--- src/rtl/fetch_unit.sv ---
// Fetch unit: PC sequencer, one-cycle imem read, credit-based fetch FIFO.
// Define FETCH_JMP_REL_EN for PC-relative redirects; absolute otherwise.
module fetch_unit #(
  parameter int PC_WIDTH    = 12,
  parameter int INSTR_WIDTH = 32,
  parameter int PC_STEP     = 4,
  parameter int FIFO_DEPTH  = 4
) (
  input  logic                   clk,
  input  logic                   rst,
  input  logic                   jmp,
  input  logic [PC_WIDTH-1:0]    jmp_target,
  output logic                   imem_en,
  output logic [PC_WIDTH-1:0]    imem_addr,
  input  logic [INSTR_WIDTH-1:0] imem_data,
  output logic                   out_valid,
  input  logic                   out_ready,
  output logic [INSTR_WIDTH-1:0] out_instr,
  output logic [PC_WIDTH-1:0]    out_pc
);

  localparam int AW = $clog2(FIFO_DEPTH);
  localparam int CW = AW + 1;
  localparam logic [PC_WIDTH-1:0] STEP = PC_WIDTH'(PC_STEP);
  localparam logic [CW-1:0] DEPTH_C = CW'(FIFO_DEPTH);

  logic [PC_WIDTH-1:0]    pc_q, pc_d;
  logic [PC_WIDTH-1:0]    redir;
  logic                   infl_q;
  logic [PC_WIDTH-1:0]    infl_pc_q;
  logic [AW-1:0]          wr_ptr_q, rd_ptr_q;
  logic [CW-1:0]          count_q, count_d;
  logic [INSTR_WIDTH-1:0] instr_q [FIFO_DEPTH];
  logic [PC_WIDTH-1:0]    tag_q   [FIFO_DEPTH];

  logic issue, wr_en, rd_en, nonempty;
  logic [CW-1:0] credit;

`ifdef FETCH_JMP_REL_EN
  assign redir = pc_q + jmp_target;
`else
  assign redir = jmp_target;
`endif

  // Credits cover buffered entries plus the response still on the bus
  assign credit   = count_q + CW'(infl_q);
  assign issue    = ~rst & ~jmp & (credit < DEPTH_C);
  assign nonempty = (count_q != '0);
  assign wr_en    = infl_q & ~jmp & ~rst;
  assign rd_en    = nonempty & out_ready & ~jmp;

  always_comb begin
    pc_d    = pc_q;
    count_d = count_q + CW'(wr_en) - CW'(rd_en);
    if (jmp) begin
      pc_d    = redir;
      count_d = '0;
    end else if (issue) begin
      pc_d = pc_q + STEP;
    end
  end

  always_ff @(posedge clk) begin
    if (rst) begin
      pc_q      <= '0;
      infl_q    <= 1'b0;
      infl_pc_q <= '0;
      wr_ptr_q  <= '0;
      rd_ptr_q  <= '0;
      count_q   <= '0;
    end else begin
      pc_q    <= pc_d;
      infl_q  <= issue;
      count_q <= count_d;
      if (issue) infl_pc_q <= pc_q;
      if (jmp) begin
        wr_ptr_q <= '0;
        rd_ptr_q <= '0;
      end else begin
        if (wr_en) wr_ptr_q <= wr_ptr_q + AW'(1);
        if (rd_en) rd_ptr_q <= rd_ptr_q + AW'(1);
      end
    end
  end

  always_ff @(posedge clk) begin
    if (wr_en) begin
      instr_q[wr_ptr_q] <= imem_data;
      tag_q[wr_ptr_q]   <= infl_pc_q;
    end
  end

  assign imem_en   = issue;
  assign imem_addr = rst ? '0 : pc_q;
  assign out_valid = ~rst & nonempty;
  assign out_instr = out_valid ? instr_q[rd_ptr_q] : '0;
  assign out_pc    = out_valid ? tag_q[rd_ptr_q] : '0;

endmodule
--- config.mk ---
export PLATFORM = sky130hd
export DESIGN_NAME = fetch_unit
export DESIGN_NICKNAME = d
export VERILOG_FILES = /design/src/rtl/fetch_unit.sv
export SDC_FILE = /design/constraint.sdc
export NUM_CORES = 1
export LEC_CHECK = 0
export ABC_AREA = 0
export CELL_PAD_IN_SITES_DETAIL_PLACEMENT = 1
export CELL_PAD_IN_SITES_GLOBAL_PLACEMENT = 1
export CORE_MARGIN = 8
export CORE_UTILIZATION = 35
export CTS_CLUSTER_SIZE = 24
export DETAILED_ROUTE_END_ITERATION = 10
export PLACE_DENSITY_LB_ADDON = 0.2
export SYNTH_ARGS = -nofsm -noshare
export SYNTH_HDL_FRONTEND = slang
export SYNTH_SLANG_ARGS = --single-unit
export TNS_END_PERCENT = 100
--- constraint.sdc ---
create_clock -name clk -period 2.32 [get_ports clk]
set_clock_uncertainty 0.05 [all_clocks]
set_input_delay 0.232 -clock clk [delete_from_list [all_inputs] [get_ports clk]]
set_output_delay 0.232 -clock clk [all_outputs]
set_load 0.05 [all_outputs]
==> reports/qor.txt <==
Number of maximum-capacitance constraint violations -> 0
Core Region -> 23470 µm²
Maximum achievable frequency -> 430.5 MHz
Ratio of final minimum period to clock period -> 100.1%
Drt total wl -> 19260 µm
HP Class -> primary input to register
Synthesized netlist net count -> 537
# H-tree levels -> 1
Launch point of the worst path -> count_q[2]
Final-stage net count -> 665
Transition time of the tightest slew-check pin -> 0.6552 ns
Worst endpoint required time -> 2.64 ns
Mean cell area of the mapped netlist -> 17.35 µm²
Distinct cell type count after synthesis -> 45
Outcome -> finished with violations
First-pass DRT Iterations -> 4
Antenna Violating Nets Remaining -> 0
Final hold viol count -> 0
Via/cell ratio -> 4.845
Final Wtd Congestion -> 0.7221
Capturing element type of the critical path -> register
Worst R2R Start -> count_q[2]
Async S/R FF share, synth -> 0%
Detailed-route via count -> 4574
Number of top-level pins -> 106
Clock buffers created by TritonCTS -> 23
Overall fraction of global-route tracks in use -> 12.99%
Growth of design area from synthesis to finish -> 37.81%
Synth Instances -> 481
Highest ir drop seen on vdd -> 0.2879 mV
RSZ-0062 raised after global routing -> true
Total die area -> 29040 µm²
Vias in the first global route -> 5094
Portion of synthesized cell area occupied by the leading cell type -> 63.32%
Power per unit of standard cell area -> 722.4 nW/µm²
CTS Hold Bufs -> 0
Sink Count -> 210
Chip height -> 170.4 µm
Maximum number of pins on one net before global-route repair -> 45
Slowest stage cell, crit path -> nor3_4
Power Total -> 8309 µW
Commonest register cell after synthesis -> edfxtp_1
Origin of the worst min-delay path -> jmp_target[3]
Violated checks -> setup timing
I/O Buffers -> 105
Number of placed instances, taps included -> 894
Initial core utilization -> 35.56%
Leakage -> 0.003886 µW
Type of the worst setup path -> register to register
Biggest area consumer among synthesized cells -> edfxtp_1
Multiplexer share of the synthesized area -> 12.59%
Worst slew slack as a fraction of its limit -> 56.22%
CTS root buf -> clkbuf_16
Final number of max-transition violations -> 0
Biggest area contributors in the synthesized netlist -> edfxtp_1, mux4_2, dfxtp_1, and2_1, ha_1
Flops & latches, synth -> 210
Number of antenna violations at the first check in global routing -> 0
Arr. time, crit path -> 2.65 ns
Diode count -> 0
DRC violations left -> 0
Critical Path Max Stage Delay -> 0.45 ns
Yosys warning total -> 0
Simple-Gate Fraction of Synth Area -> 8.964%
CTS clk-pin slew, worst paths -> 0.06 ns
Final routed wire length divided by cell count -> 20.41 µm
Critical-path maximum fanout -> 4
Count of standard-cell rows -> 56
Synth Area in Compound Gates -> 2.353%
Synth Area in Adders -> 1.289%
Share of post-route cells with drive strength above 1 -> 32.32%
Proportion of synthesized chip area in sequential cells -> 71.47%
Xor and xnor fraction of the mapped netlist area -> 1.169%
Cell with the most instances after synthesis -> edfxtp_1
Floorplan die width -> 170.4 µm
Largest buffer count on any clock path -> 3
Number of standard cells in the final layout excluding fillers -> 944
Number of synthesized flops with an enable pin -> 176
Final critical-path setup slack -> -0.003021 ns
Clock tree from TritonCTS -> built
Main combinational cell family by area after synthesis -> multiplexers
Post-Synthesis Cell Area -> 8347 µm²
Time the worst path needs with I/O delays and setup -> 2.323 ns
Most common library cells after synthesis -> edfxtp_1, and2_1, mux4_2
Leftover overflow at the end of global routing -> 0
Ordered list of cells on the worst path -> nor3_4 -> nor3b_2 -> ha_1 -> inv_1 -> ha_1 -> inv_1 -> fa_2 -> xor2_1 -> xnor2_1 -> nor2_1
Clk Latency, worst-skew pair -> 0.49 ns
Post-detailed-placement half-perimeter wirelength -> 11300 µm
Global-route wire length before repair -> 29280 µm
Worst setup SP type -> register
Setup-failing EPs final -> 1
Count of routing violations after the opening detailed-route iteration -> 216
routing by layer:
| layer | GRT usage (%) | vias up | part of all wire [%] |
|---|---|---|---|
| li1 | - | 2102 | - |
| met1 | 16.13 | 2344 | 44 |
| met2 | 22.93 | 105 | 50 |
| met3 | 2.618 | 23 | 4.8 |
| met4 | 3.051 | 0 | 1.4 |
| met5 | 0 | - | 0 |
cells by family after synthesis:
logic type | after synthesis
flops | 210
simple gates | 134
mux | 50
buf+inv | 40
compound gates | 30
xor+xnor | 9
fa+ha+maj | 8
registers in the layout, summed over array words and instances, names as in the netlist, named ones only:
name	count
instr_q	128
tag_q	48
infl_pc_q	12
pc_q	12
count_q	3
rd_ptr_q	2
wr_ptr_q	2
infl_q	1
critical path: cells and delay by family (launching register included):
family	cells	cell delay, ns
DFF	1	0.34
adders and majority gates	3	0.77
buffers and inverters	2	0.11
and+or+nand+nor	3	0.62
xor gates and xnor gates	2	0.32
worst paths after layout:
check | end | slack [ns] | cells after the start
max | count_q[2] | -0.003 | 10
min | pc_q[3] | 0.27 | 3
max reg2reg | count_q[2] | -0.003 | 10
min reg2reg | infl_pc_q[11] | 0.43 | 2
metrics by stage:
stage	setup TNS, ns	hold slack [ns]	setup slack [ns]	cell area, µm²	util (%)
2_1_floorplan	0	0.2809	0.03098	8351	-
3_3_place_gp	-0.09080	0.4145	-0.09080	10470	44.60
3_5_place_dp	-0.1339	0.4116	-0.1037	10470	44.60
4_1_cts	-0.01006	0.2639	-0.006338	11290	48.11
5_1_grt	-1.298	0.2840	-0.1350	11500	49.00
6_report	-0.003021	0.2747	-0.003021	11500	49.00
layout make-up:
type	instances	area [µm²]
inverters	10	37.54
multi-input cells	232	2286
flip-flops and latches	210	5973
fillers	2202	11970
clock inverters	16	183.9
repair buffers	132	2019
well taps	319	399.1
clock buffers	25	603.1
layout by cell type, fill, tap and decap left out, types with 3 or more instances in the layout:
cell               n
buf_4             14
buf_12            64
inv_1             10
mux2i_1            5
nor2b_1           11
nor2_1            16
mux4_2            44
dfxtp_2            3
and2_1            29
and3_2             4
nor3_1             3
a21oi_1           14
dfxtp_1           30
nand3_1           16
clkbuf_16         26
edfxtp_1         176
bufinv_16          4
and2_4            16
clkinv_2           5
a311oi_1           3
clkdlybuf4s50_1   46
xnor2_1            7
ha_1               7
nand2_1           18
clkinv_1           4
power by group:
part	internal, µW	leakage (µW)	switching, µW
logic	200	0.00159	207
clock network	2320	0.000385	1430
registers	4120	0.00192	36.7
what timing repair did:
action	in CTS	in global routing
setup endpoints to repair	45	46
setup buffers	0	3
pin swaps	2	8
cloned	1	5
gates resized for setup	9	20
Power figures use the tool's default switching activity.
